[src/rtl/multi_lap_timer_if.sv]
// Port bundle between track/checkpoint logic (master) and the lap timer (slave).
// Per-channel fields are packed with channel k at [k*W +: W].
interface multi_lap_timer_if #(
  parameter int unsigned N_CH = 2,
  parameter int unsigned TW   = 16,
  parameter int unsigned LW   = 4,
  parameter int unsigned IW   = 1
);
  logic                 start;
  logic                 stop;
  logic                 new_race;
  logic                 clear_best;
  logic [N_CH-1:0]      lap_finished;
  logic [N_CH-1:0]      checkpoints_passed;
  logic [N_CH*TW-1:0]   current_lap_time;
  logic [N_CH*TW-1:0]   last_lap_time;
  logic [N_CH*TW-1:0]   best_lap_time;
  logic [N_CH*LW-1:0]   lap_count;
  logic [N_CH-1:0]      max_time_exceeded;
  logic [N_CH-1:0]      race_done;
  logic                 winner_valid;
  logic [IW-1:0]        winner_id;

  modport master (
    output start, stop, new_race, clear_best, lap_finished, checkpoints_passed,
    input  current_lap_time, last_lap_time, best_lap_time, lap_count,
    input  max_time_exceeded, race_done, winner_valid, winner_id
  );

  modport slave (
    input  start, stop, new_race, clear_best, lap_finished, checkpoints_passed,
    output current_lap_time, last_lap_time, best_lap_time, lap_count,
    output max_time_exceeded, race_done, winner_valid, winner_id
  );
endinterface

[src/rtl/multi_lap_timer.sv]
// N-channel lap timer: shared 0.01 s prescaler, per-channel lap FSM with
// current/last/best times, valid-lap counting, overflow detection and winner selection.
module multi_lap_timer #(
  parameter int unsigned N_CH         = 2,
  parameter int unsigned TW           = 16,
  parameter int unsigned CLK_DIV      = 650000,
  parameter int unsigned MAX_LAP_TIME = 4000,
  parameter int unsigned MIN_LAP_TIME = 100,
  parameter int unsigned RACE_LAPS    = 3,
  parameter int unsigned LW           = 4,
  parameter int unsigned IW           = 1
) (
  input  logic              pclk,
  input  logic              rst_n,
  multi_lap_timer_if.slave  bus
);

  localparam int unsigned PW = (CLK_DIV > 1) ? $clog2(CLK_DIV) : 1;

  typedef enum logic [1:0] {StIdle, StCount, StLapDone, StFinished} state_e;

  state_e          state_q [N_CH];
  state_e          state_d [N_CH];
  logic [TW-1:0]   cur_q   [N_CH];
  logic [TW-1:0]   cur_d   [N_CH];
  logic [TW-1:0]   last_q  [N_CH];
  logic [TW-1:0]   last_d  [N_CH];
  logic [TW-1:0]   best_q  [N_CH];
  logic [TW-1:0]   best_d  [N_CH];
  logic [LW-1:0]   cnt_q   [N_CH];
  logic [LW-1:0]   cnt_d   [N_CH];
  logic [N_CH-1:0] ovf_q, ovf_d;
  logic [N_CH-1:0] valid;

  logic [PW-1:0]   presc_q, presc_d;
  logic            tick, any_count, any_start;
  logic            win_valid_q, win_valid_d;
  logic [IW-1:0]   win_id_q, win_id_d;

  // Prescaler runs only while some channel is timing; a resume restarts its phase.
  always_comb begin
    any_count = 1'b0;
    any_start = 1'b0;
    for (int k = 0; k < N_CH; k++) begin
      any_count = any_count | (state_q[k] == StCount);
      any_start = any_start | ((state_q[k] == StIdle) && bus.start && !bus.stop);
    end
    tick    = any_count && (presc_q == PW'(CLK_DIV - 1));
    presc_d = presc_q;
    if (bus.new_race || any_start) begin
      presc_d = '0;
    end else if (any_count) begin
      presc_d = tick ? '0 : presc_q + PW'(1);
    end
  end

  always_comb begin
    ovf_d = ovf_q;
    valid = '0;
    for (int k = 0; k < N_CH; k++) begin
      state_d[k] = state_q[k];
      cur_d[k]   = cur_q[k];
      last_d[k]  = last_q[k];
      cnt_d[k]   = cnt_q[k];
      best_d[k]  = bus.clear_best ? '0 : best_q[k];
      valid[k]   = (cur_q[k] > TW'(MIN_LAP_TIME)) && !ovf_q[k] && bus.checkpoints_passed[k];

      if (bus.new_race) begin
        state_d[k] = StIdle;
        cur_d[k]   = '0;
        last_d[k]  = '0;
        cnt_d[k]   = '0;
        ovf_d[k]   = 1'b0;
      end else begin
        unique case (state_q[k])
          StIdle: begin
            if (!bus.stop && bus.start) state_d[k] = StCount;
          end
          StCount: begin
            if (tick) begin
              if (cur_q[k] < TW'(MAX_LAP_TIME)) begin
                cur_d[k] = cur_q[k] + TW'(1);
              end else begin
                cur_d[k] = '0;
                ovf_d[k] = 1'b1;
              end
            end
            if (bus.stop)                 state_d[k] = StIdle;
            else if (bus.lap_finished[k]) state_d[k] = StLapDone;
          end
          StLapDone: begin
            cur_d[k] = '0;
            ovf_d[k] = 1'b0;
            if (valid[k]) begin
              last_d[k] = cur_q[k];
              cnt_d[k]  = cnt_q[k] + LW'(1);
              // A lap landing on the same cycle as clear_best becomes the new best.
              if (bus.clear_best || (best_q[k] == '0) || (cur_q[k] < best_q[k])) begin
                best_d[k] = cur_q[k];
              end
            end
            if (valid[k] && (cnt_q[k] + LW'(1) == LW'(RACE_LAPS))) state_d[k] = StFinished;
            else if (bus.stop)                                     state_d[k] = StIdle;
            else                                                   state_d[k] = StCount;
          end
          StFinished: begin
          end
          default: state_d[k] = StIdle;
        endcase
      end
    end
  end

  // Descending scan so the lowest-index simultaneous finisher wins.
  always_comb begin
    win_valid_d = win_valid_q;
    win_id_d    = win_id_q;
    if (bus.new_race) begin
      win_valid_d = 1'b0;
      win_id_d    = '0;
    end else if (!win_valid_q) begin
      for (int k = N_CH - 1; k >= 0; k--) begin
        if ((state_d[k] == StFinished) && (state_q[k] != StFinished)) begin
          win_valid_d = 1'b1;
          win_id_d    = IW'(k);
        end
      end
    end
  end

  always_ff @(posedge pclk or negedge rst_n) begin
    if (!rst_n) begin
      presc_q     <= '0;
      win_valid_q <= 1'b0;
      win_id_q    <= '0;
      ovf_q       <= '0;
      for (int k = 0; k < N_CH; k++) begin
        state_q[k] <= StIdle;
        cur_q[k]   <= '0;
        last_q[k]  <= '0;
        best_q[k]  <= '0;
        cnt_q[k]   <= '0;
      end
    end else begin
      presc_q     <= presc_d;
      win_valid_q <= win_valid_d;
      win_id_q    <= win_id_d;
      ovf_q       <= ovf_d;
      for (int k = 0; k < N_CH; k++) begin
        state_q[k] <= state_d[k];
        cur_q[k]   <= cur_d[k];
        last_q[k]  <= last_d[k];
        best_q[k]  <= best_d[k];
        cnt_q[k]   <= cnt_d[k];
      end
    end
  end

  for (genvar g = 0; g < N_CH; g++) begin : g_out
    assign bus.current_lap_time[g*TW +: TW] = cur_q[g];
    assign bus.last_lap_time[g*TW +: TW]    = last_q[g];
    assign bus.best_lap_time[g*TW +: TW]    = best_q[g];
    assign bus.lap_count[g*LW +: LW]        = cnt_q[g];
    assign bus.race_done[g]                 = (state_q[g] == StFinished);
  end

  assign bus.max_time_exceeded = ovf_q;
  assign bus.winner_valid      = win_valid_q;
  assign bus.winner_id         = win_id_q;

endmodule

[src/flat_wrapper.sv]
// flat-port wrapper written by rule: the top's interface ports become plain ports
module multi_lap_timer_flat 
#(
  parameter int unsigned N_CH         = 2,
  parameter int unsigned TW           = 16,
  parameter int unsigned CLK_DIV      = 650000,
  parameter int unsigned MAX_LAP_TIME = 4000,
  parameter int unsigned MIN_LAP_TIME = 100,
  parameter int unsigned RACE_LAPS    = 3,
  parameter int unsigned LW           = 4,
  parameter int unsigned IW           = 1
)
  (pclk, rst_n, bus_start, bus_stop, bus_new_race, bus_clear_best, bus_lap_finished, bus_checkpoints_passed, bus_current_lap_time, bus_last_lap_time, bus_best_lap_time, bus_lap_count, bus_max_time_exceeded, bus_race_done, bus_winner_valid, bus_winner_id);
  multi_lap_timer_if #(.N_CH(N_CH), .TW(TW), .LW(LW), .IW(IW)) bus_i ();
  input  logic pclk;
  input  logic rst_n;
  input wire logic [$bits(bus_i.start)-1:0] bus_start;
  input wire logic [$bits(bus_i.stop)-1:0] bus_stop;
  input wire logic [$bits(bus_i.new_race)-1:0] bus_new_race;
  input wire logic [$bits(bus_i.clear_best)-1:0] bus_clear_best;
  input wire logic [$bits(bus_i.lap_finished)-1:0] bus_lap_finished;
  input wire logic [$bits(bus_i.checkpoints_passed)-1:0] bus_checkpoints_passed;
  output wire logic [$bits(bus_i.current_lap_time)-1:0] bus_current_lap_time;
  output wire logic [$bits(bus_i.last_lap_time)-1:0] bus_last_lap_time;
  output wire logic [$bits(bus_i.best_lap_time)-1:0] bus_best_lap_time;
  output wire logic [$bits(bus_i.lap_count)-1:0] bus_lap_count;
  output wire logic [$bits(bus_i.max_time_exceeded)-1:0] bus_max_time_exceeded;
  output wire logic [$bits(bus_i.race_done)-1:0] bus_race_done;
  output wire logic [$bits(bus_i.winner_valid)-1:0] bus_winner_valid;
  output wire logic [$bits(bus_i.winner_id)-1:0] bus_winner_id;
  assign bus_i.start = bus_start;
  assign bus_i.stop = bus_stop;
  assign bus_i.new_race = bus_new_race;
  assign bus_i.clear_best = bus_clear_best;
  assign bus_i.lap_finished = bus_lap_finished;
  assign bus_i.checkpoints_passed = bus_checkpoints_passed;
  assign bus_current_lap_time = bus_i.current_lap_time;
  assign bus_last_lap_time = bus_i.last_lap_time;
  assign bus_best_lap_time = bus_i.best_lap_time;
  assign bus_lap_count = bus_i.lap_count;
  assign bus_max_time_exceeded = bus_i.max_time_exceeded;
  assign bus_race_done = bus_i.race_done;
  assign bus_winner_valid = bus_i.winner_valid;
  assign bus_winner_id = bus_i.winner_id;
  multi_lap_timer #(.N_CH(N_CH), .TW(TW), .CLK_DIV(CLK_DIV), .MAX_LAP_TIME(MAX_LAP_TIME), .MIN_LAP_TIME(MIN_LAP_TIME), .RACE_LAPS(RACE_LAPS), .LW(LW), .IW(IW)) u_core (.pclk(pclk), .rst_n(rst_n), .bus(bus_i));
endmodule
[config.mk]
export PLATFORM = sky130hd
export DESIGN_NAME = multi_lap_timer_flat
export DESIGN_NICKNAME = d
export VERILOG_FILES = /design/src/rtl/multi_lap_timer_if.sv /design/src/rtl/multi_lap_timer.sv /design/src/flat_wrapper.sv
export SDC_FILE = /design/constraint.sdc
export NUM_CORES = 1
export LEC_CHECK = 0
export CAP_MARGIN = 20
export CORE_UTILIZATION = 49
export CTS_BUF_LIST = sky130_fd_sc_hd__clkbuf_16
export CTS_CLUSTER_DIAMETER = 50
export DETAILED_ROUTE_END_ITERATION = 8
export GPL_TIMING_DRIVEN = 0
export HOLD_SLACK_MARGIN = 0.12
export PLACE_DENSITY = 0.82
export REMOVE_ABC_BUFFERS = 1
export SLEW_MARGIN = 5
export SYNTH_ARGS = -nofsm -noshare
export SYNTH_HDL_FRONTEND = slang
export SYNTH_SLANG_ARGS = --single-unit
[constraint.sdc]
create_clock -name pclk -period 2.91 [get_ports pclk]
set_clock_uncertainty 0.1 [all_clocks]
set_input_delay 0.4365 -clock pclk [delete_from_list [all_inputs] [get_ports pclk]]
set_output_delay 0.4365 -clock pclk [all_outputs]
set_load 0.01 [all_outputs]
==> results of run 1 <==
-- critical path, stage by stage, from the launching register on --
cell	delay (ps)
dfrtp_1	500
inv_1	190
ha_1	160
nor2b_1	40
o311a_1	320
o31ai_4	230
buf_8	210
nor2_1	80
o22ai_2	530
a22o_1	250
-- how the worst max path moves through the flow --
| stage | from | endpoint | slack [ps] | cells past startpoint |
|---|---|---|---|---|
| 2_1_floorplan | u_core.bus.current_lap_time[16]$_DFFE_PN0P_ | u_core.bus.best_lap_time[16]$_DFF_PN0_ | -430 | 8 |
| 3_3_place_gp | rst_n | u_core.bus.lap_count[7]$_DFFE_PN0P_ | -3910 | 1 |
| 3_5_place_dp | u_core.bus.current_lap_time[16]$_DFFE_PN0P_ | u_core.bus.best_lap_time[23]$_DFF_PN0_ | -270 | 9 |
| 4_1_cts | u_core.bus.current_lap_time[4]$_DFFE_PN0P_ | u_core.bus.best_lap_time[13]$_DFF_PN0_ | 80 | 7 |
| 5_1_grt | u_core.bus.current_lap_time[14]$_DFFE_PN0P_ | u_core.bus.best_lap_time[15]$_DFF_PN0_ | 60 | 8 |
| 6_report | u_core.bus.current_lap_time[16]$_DFFE_PN0P_ | u_core.bus.best_lap_time[30]$_DFF_PN0_ | 230 | 9 |
-- synth_stat cells, drive strengths merged (4+ instances only) --
library cell    n
nand2          44
nand3          14
and2            7
a22o           34
inv            49
dfrtp         132
clkbuf         19
xor2           18
or4             4
o31ai           4
nor4           12
nand4          17
mux2i          30
a21o            6
o22ai           4
and3           16
o21ai          42
or3             4
nor2b           7
buf            10
a21oi          31
nand2b          8
a31oi          16
nor3            7
a41oi           4
xnor2           5
ha             39
nor2          101
-- power breakdown --
part	switching (W)	internal [W]
logic	0.000121	0.0000628
clock network	0.000730	0.00104
registers	0.0000179	0.00185
-- metrics by stage --
step	std cells	instance area, um^2	setup slack (ps)	setup TNS, ps
final	1030	8920	232	0
after global routing	1030	8920	57.3	0
after CTS	1030	8910	84.8	0
after detailed placement	998	8420	-272	-4090
after global placement	992	8290	-3910	-659720
after floorplan	693	6870	-427	-8740
-- state kept, by name (all words and copies together) (netlist names) --
signal                        count
u_core.bus.best_lap_time         32
u_core.bus.current_lap_time      32
u_core.bus.last_lap_time         32
u_core.presc_q                   20
u_core.bus.lap_count              8
u_core.state_q                    4
u_core.bus.max_time_exceeded      2
u_core.bus.winner_id              1
u_core.bus.winner_valid           1
-- timing repair --
action,in CTS,in global routing
hold buffers,1,0
pin swaps,1,0
buffers inserted,1,0
gates resized for setup,0,3
setup endpoints to repair,16,22
endpoints found under the hold margin,37,0
-- layer usage --
layer  vias up  wire length (um)
li1       2817                 -
met1      2944              7640
met2       189              8290
met3        50               760
met4         0               567
met5         -                 0
-- cell type report --
cell class	count	area, um^2	share of cell area, %
inverter	49	184	2.06
multi-input combinational	512	3410	38.3
timing repair buffer	127	1310	14.7
clock buffer	17	425	4.77
tap	180	225	2.52
sequential	132	3300	37.0
clock inverter	13	55.1	0.617
-- logic make-up (layout without fill, tap and decap cells) --
| logic type | after synthesis | after routing | synth area share (%) |
|---|---|---|---|
| buf+inv | 78 | 206 | 4.40 |
| mux | 31 | 31 | 4.45 |
| flops | 132 | 132 | 47.2 |
| fa+ha+maj | 39 | 39 | 6.98 |
| simple gates | 255 | 255 | 18.0 |
| xor+xnor | 23 | 23 | 2.88 |
| compound gates | 164 | 164 | 16.1 |
==> key figures, run 1 <==
Timing
  – Worst hold margin: 269 ps
  – Hold violation count in the final report: 0
  – Number of failing setup endpoints in the final timing report: 0
  – Highest achievable clock rate: 373 MHz
  – Slew margin rel.: 36.9%
  – Worst-margin pin slew: 935 ps
  – Ratio of final minimum period to clock period: 92.0%
  – RSZ-0062 raised after global routing: no
  – Final Critical Period: 2680 ps
  – Final Slew Violations: 0

Route
  – Number of vias in the routed layout: 6000
  – Detailed-route DRC error count: 0
  – Routed len/inst: 16.8 um
  – Initial DRC Count: 424
  – Vias per Instance: 5.83
  – Post-Route WL: 17300 um
  – Antenna Nets Post-Route: 0
  – Pre-Repair DR Iteration Count: 5

Setup path
  – Kind of launch point of the worst setup path: register
  – Worst r2r dst: u_core.bus.best_lap_time[30]$_DFF_PN0_
  – Startpoint of the lowest-slack register-to-register path: u_core.bus.current_lap_time[16]$_DFFE_PN0P_
  – Type of the worst setup path: reg2reg
  – CP max FO: 16
  – Crit. End Element: register
  – Setup slack on the worst flop-to-flop path: 230 ps
  – Arrival time of data at the critical path endpoint: 2930 ps
  – Reg2Reg Depth: 9
  – Worst path required time: 3160 ps

Floorplan
  – Rows: 43
  – Initial cell density of the core: 50.4%
  – Die ar.: 14800 um^2
  – Die extent in x: 121 um
  – Overall die height: 121 um
  – Top Ports: 120
  – Core area: 13900 um^2

Outcome
  – Outcome: complete, no violations

GRT
  – GRT met1 Usage: 32.5%
  – Global routing usage on met3: 5.36%
  – GR Util met2: 39.5%
  – Largest net degree at the start of global routing: 96
  – Gr ovfl total: 0
  – Initial antenna violation count: 0
  – Busiest layer in global routing: met2
  – Via count of the first global-routing pass: 5736
  – GRT Overall Usage: 25.1%
  – Wire length of the first global-routing pass: 28600 um

Logic synthesis
  – Mapped cell area: 7000 um^2
  – Post-synth EDFFs: 0
  – FFs w/ async S/R, synth: 100%
  – Top cell type by total area after synthesis: dfrtp_1
  – Proportion of netlist area held by the largest area contributor: 47.2%
  – Flip-flop cell with the highest count after synthesis: dfrtp_1
  – Gate count after technology mapping: 722
  – Area contributors post-synth: dfrtp_1 (47%), ha_1 (7.0%), nor2_1 (5.4%), mux2i_1 (4.3%), a22o_1 (4.3%)
  – Register bit count reported by yosys: 132
  – Seq/Total Area, Yosys: 47.2%
  – Mean Syn Cell Area: 9.69 um^2
  – Number of warning messages in the yosys log: 0
  – Unique cell type count in the Yosys netlist: 61

Layout
  – Commonest non-fill, non-tap cells in the layout: dfrtp_1 (132), clkdlybuf4s50_1 (117), nor2_1 (100)
  – Util after Layout: 64.3%
  – Area growth syn-to-layout: 27.5%
  – Count of inserted antenna diode cells: 0
  – Final net count: 888
  – Leading cell type in the layout, fill and taps excluded: dfrtp_1
  – Fraction of layout cells with a size suffix above 1: 6.00%
  – Fillers: 1124

Clocking
  – Number of sinks on the clock net: 132
  – Worst-path clk slew: 50 ps
  – Clock tree from TritonCTS: done
  – Root buffer selected by CTS: clkbuf_16
  – Later-pin clock latency in the skew report: 420 ps
  – Number of H-tree levels: 4
  – Number of clock buffers inserted by TritonCTS: 17
  – Buffer depth of the longest clock path: 2

Pwr
  – Post-layout total power: 0.00382 W
  – Power density relative to cell area: 428 nW/um^2
  – Peak supply drop: 0.388 mV
  – Leak pwr: 3.89 nW

Min path
  – Hold Crit Start: bus_new_race
  – Class of the tightest hold or removal check: in2reg
  – Worst hold path stage count: 2
  – Capture endpoint of the worst hold path: u_core.bus.last_lap_time[28]$_DFFE_PN0P_

Place
  – PortBufs: 119
  – Final weighted congestion in routability-driven placement: 0.899
  – HPWL after detailed placement: 11900 um

Run
  – Max-cap violation count: 0
Power figures use the tool's default switching activity.
==> run 2, diff against run 1 <==
--- a/config.mk
+++ b/config.mk
@@ -6,13 +6,14 @@
 export NUM_CORES = 1
 export LEC_CHECK = 0
 export CAP_MARGIN = 20
-export CORE_UTILIZATION = 49
+export CORE_UTILIZATION = 50
 export CTS_BUF_LIST = sky130_fd_sc_hd__clkbuf_16
 export CTS_CLUSTER_DIAMETER = 50
 export DETAILED_ROUTE_END_ITERATION = 8
+export GPL_ROUTABILITY_DRIVEN = 1
 export GPL_TIMING_DRIVEN = 0
 export HOLD_SLACK_MARGIN = 0.12
-export PLACE_DENSITY = 0.82
+export PLACE_DENSITY = 0.83
 export REMOVE_ABC_BUFFERS = 1
 export SLEW_MARGIN = 5
 export SYNTH_ARGS = -nofsm -noshare
==> run 2 against run 1 <==
Effect of this change: first-iteration DRC count down 19%; combinational power hardly changed; die area decreased by 2.0%; utilization rose by 2.6 points; cell count hardly changed; power is 8.5% higher; critical path type unchanged; largest power group is now clock; highest routed layer unchanged.
==> key figures, run 2 (synthesized netlist as in run 1, its figures left out) <==
Clocking
  – Number of H-tree levels: 4 (unchanged)
  – Number of sinks on the clock net: 132 (unchanged)
  – Buffer depth of the longest clock path: 2 (unchanged)
  – Clock tree from TritonCTS: done
  – Later-pin clock latency in the skew report: 420 ps (about the same)
  – Worst-path clk slew: 60 ps (about the same)
  – Number of clock buffers inserted by TritonCTS: 17 (unchanged)
  – Root buffer selected by CTS: clkbuf_16

Timing
  – Slew margin rel.: 36.2% (-0.71 points)
  – RSZ-0062 raised after global routing: no
  – Number of failing setup endpoints in the final timing report: 0 (unchanged)
  – Worst hold margin: 384 ps (+116 ps)
  – Hold violation count in the final report: 0 (unchanged)
  – Highest achievable clock rate: 374 MHz (+0.15%)
  – Ratio of final minimum period to clock period: 91.9% (-0.14 points)
  – Final Critical Period: 2670 ps (-4.11 ps)
  – Worst-case setup margin in the final layout: 236 ps (+4.11 ps)
  – Worst-margin pin slew: 946 ps (+10.5 ps)
  – Final Slew Violations: 0 (unchanged)

Pwr
  – Peak supply drop: 0.337 mV (-13%)
  – Power density relative to cell area: 460 nW/um^2 (+7.6%)
  – Leak pwr: 3.92 nW (+0.63%)

Floorplan
  – Core area: 13500 um^2 (-3.1%)
  – Rows: 42 (-2.3%)
  – Initial cell density of the core: 52.0% (+1.6 points)
  – Die extent in x: 120 um (-0.99%)
  – Die ar.: 14500 um^2 (-2.0%)
  – Top Ports: 120 (unchanged)
  – Overall die height: 120 um (-0.99%)

GRT
  – GRT Overall Usage: 25.7% (+0.60 points)
  – Gr ovfl total: 0 (unchanged)
  – Via count of the first global-routing pass: 5795 (+1.0%)
  – Wire length of the first global-routing pass: 29100 um (+1.6%)
  – Largest net degree at the start of global routing: 96 (unchanged)
  – Initial antenna violation count: 0 (unchanged)

Setup path
  – Count of buffering cells on the critical path with inverters included: 0 (-2)
  – Kind of launch point of the worst setup path: register
  – Number of cells on the critical path: 7 (-2)
  – Worst path required time: 3110 ps (-50 ps)
  – Reg2Reg Depth: 7 (-2)
  – Ordered cell list for the critical path: ha_1 > a211oi_1 > nor2_1 > or4_1 > a21oi_1 > o22ai_2 > a22o_1
  – CP max FO: 16 (unchanged)
  – Crit. End Element: register
  – Arrival time of data at the critical path endpoint: 2870 ps (-60 ps)
  – Delay-heaviest family, CP: compound AO/OA/AOI/OAI gates
  – Type of the worst setup path: reg2reg
  – Delay of the slowest cell on the worst path: 490 ps (-40 ps)
  – Cell with the largest stage delay on the worst path: dfrtp_1

Layout
  – Commonest non-fill, non-tap cells in the layout: dfrtp_1 (132), clkdlybuf4s50_1 (117), nor2_1 (100)
  – Leading cell type in the layout, fill and taps excluded: dfrtp_1
  – Count of inserted antenna diode cells: 0 (unchanged)
  – Post-route standard cell area excluding fillers: 9000 um^2 (+0.87%)
  – Final net count: 889 (+0.11%)
  – Area growth syn-to-layout: 28.6%
  – Fraction of layout cells with a size suffix above 1: 6.45% (+0.45 points)

Place
  – Place WS: -168 ps (+104 ps)
  – Total cell area at the placement stage: 8390 um^2 (-0.34%)
  – PortBufs: 119 (unchanged)
  – HPWL after detailed placement: 11900 um (+0.63%)
  – Final weighted congestion in routability-driven placement: 0.898 (-0.11%)

Outcome
  – Outcome: complete, no violations

Route
  – Routed len/inst: 17.1 um (+2.0%)
  – Pre-Repair DR Iteration Count: 5 (unchanged)
  – Post-Route WL: 17600 um (+1.9%)
  – Antenna Nets Post-Route: 0 (unchanged)
  – Initial DRC Count: 344 (-19%)
  – Detailed-route DRC error count: 0 (unchanged)
  – Number of vias in the routed layout: 5953 (-0.78%)
  – Vias per Instance: 5.79 (-0.69%)

Run
  – Max-cap violation count: 0 (unchanged)

Min path
  – Class of the tightest hold or removal check: in2async
run 2: path summary, 6_finish.rpt:
| kind | start | to | slack, ps |
|---|---|---|---|
| max in group asynchronous | rst_n | u_core.bus.last_lap_time[28]$_DFFE_PN0P_ | 1530 |
| min in group pclk | bus_new_race | u_core.bus.lap_count[7]$_DFFE_PN0P_ | 400 |
| max reg2reg | u_core.bus.current_lap_time[25]$_DFFE_PN0P_ | u_core.bus.best_lap_time[27]$_DFF_PN0_ | 240 |
| min | rst_n | u_core.bus.lap_count[7]$_DFFE_PN0P_ | 380 |
| min reg2reg | u_core.bus.last_lap_time[22]$_DFFE_PN0P_ | u_core.bus.last_lap_time[22]$_DFFE_PN0P_ | 420 |
| max | u_core.bus.current_lap_time[25]$_DFFE_PN0P_ | u_core.bus.best_lap_time[27]$_DFF_PN0_ | 240 |
run 2: per-stage QoR:
| step | std cells | power, W | setup TNS [ps] | utilization (%) |
|---|---|---|---|---|
| 3_5_place_dp | 993 | 0.00208 | -2650 | 62.4 |
| 4_1_cts | 1029 | 0.00416 | 0 | 66.8 |
| 3_3_place_gp | 988 | 0.00207 | -646380 | 61.6 |
| 5_1_grt | 1029 | 0.00429 | 0 | 66.9 |
| 2_1_floorplan | 693 | 0.00197 | -8740 | - |
| 6_report | 1029 | 0.00414 | 0 | 66.9 |
run 2: where the power goes:
group / switching, W / internal, W
Sequential: 0.0000172 / 0.00184
Clock: 0.000778 / 0.00132
Combinational: 0.000122 / 0.0000633
Total: 0.000917 / 0.00323
run 2: metal layers:
metal	part of all wire (%)	wire length, um	vias to the layer above	global-route usage, %
met3	4.2	746	38	4.62
li1	-	-	2834	-
met2	49	8670	167	42.5
met1	44	7680	2914	33.1
met4	2.7	475	0	11.1
met5	0	0	-	0
run 2: what timing repair did:
item,4_1_cts,5_1_grt
gates resized for setup,0,3
gates cloned,0,0
setup endpoints to repair,17,31
setup buffers,3,0
endpoints found under the hold margin,37,0
hold buffers,1,0
pin swaps,1,0
run 2: worst reg2reg max path, cell delays in order, from the launching register on:
cell and delay, ps:
dfrtp_1 490, ha_1 350, a211oi_1 230, nor2_1 80
or4_1 480, a21oi_1 220, o22ai_2 290, a22o_1 320
run 2: final cells by class:
| cell class | instances | area, um^2 |
|---|---|---|
| fillers | 1082 | 4450 |
| multi-input cells | 512 | 3410 |
| flip-flops and latches | 132 | 3300 |
| repair buffers | 128 | 1310 |
| clock buffers | 17 | 425 |
| well taps | 176 | 220 |
| inverters | 49 | 184 |
| clock inverters | 15 | 146 |
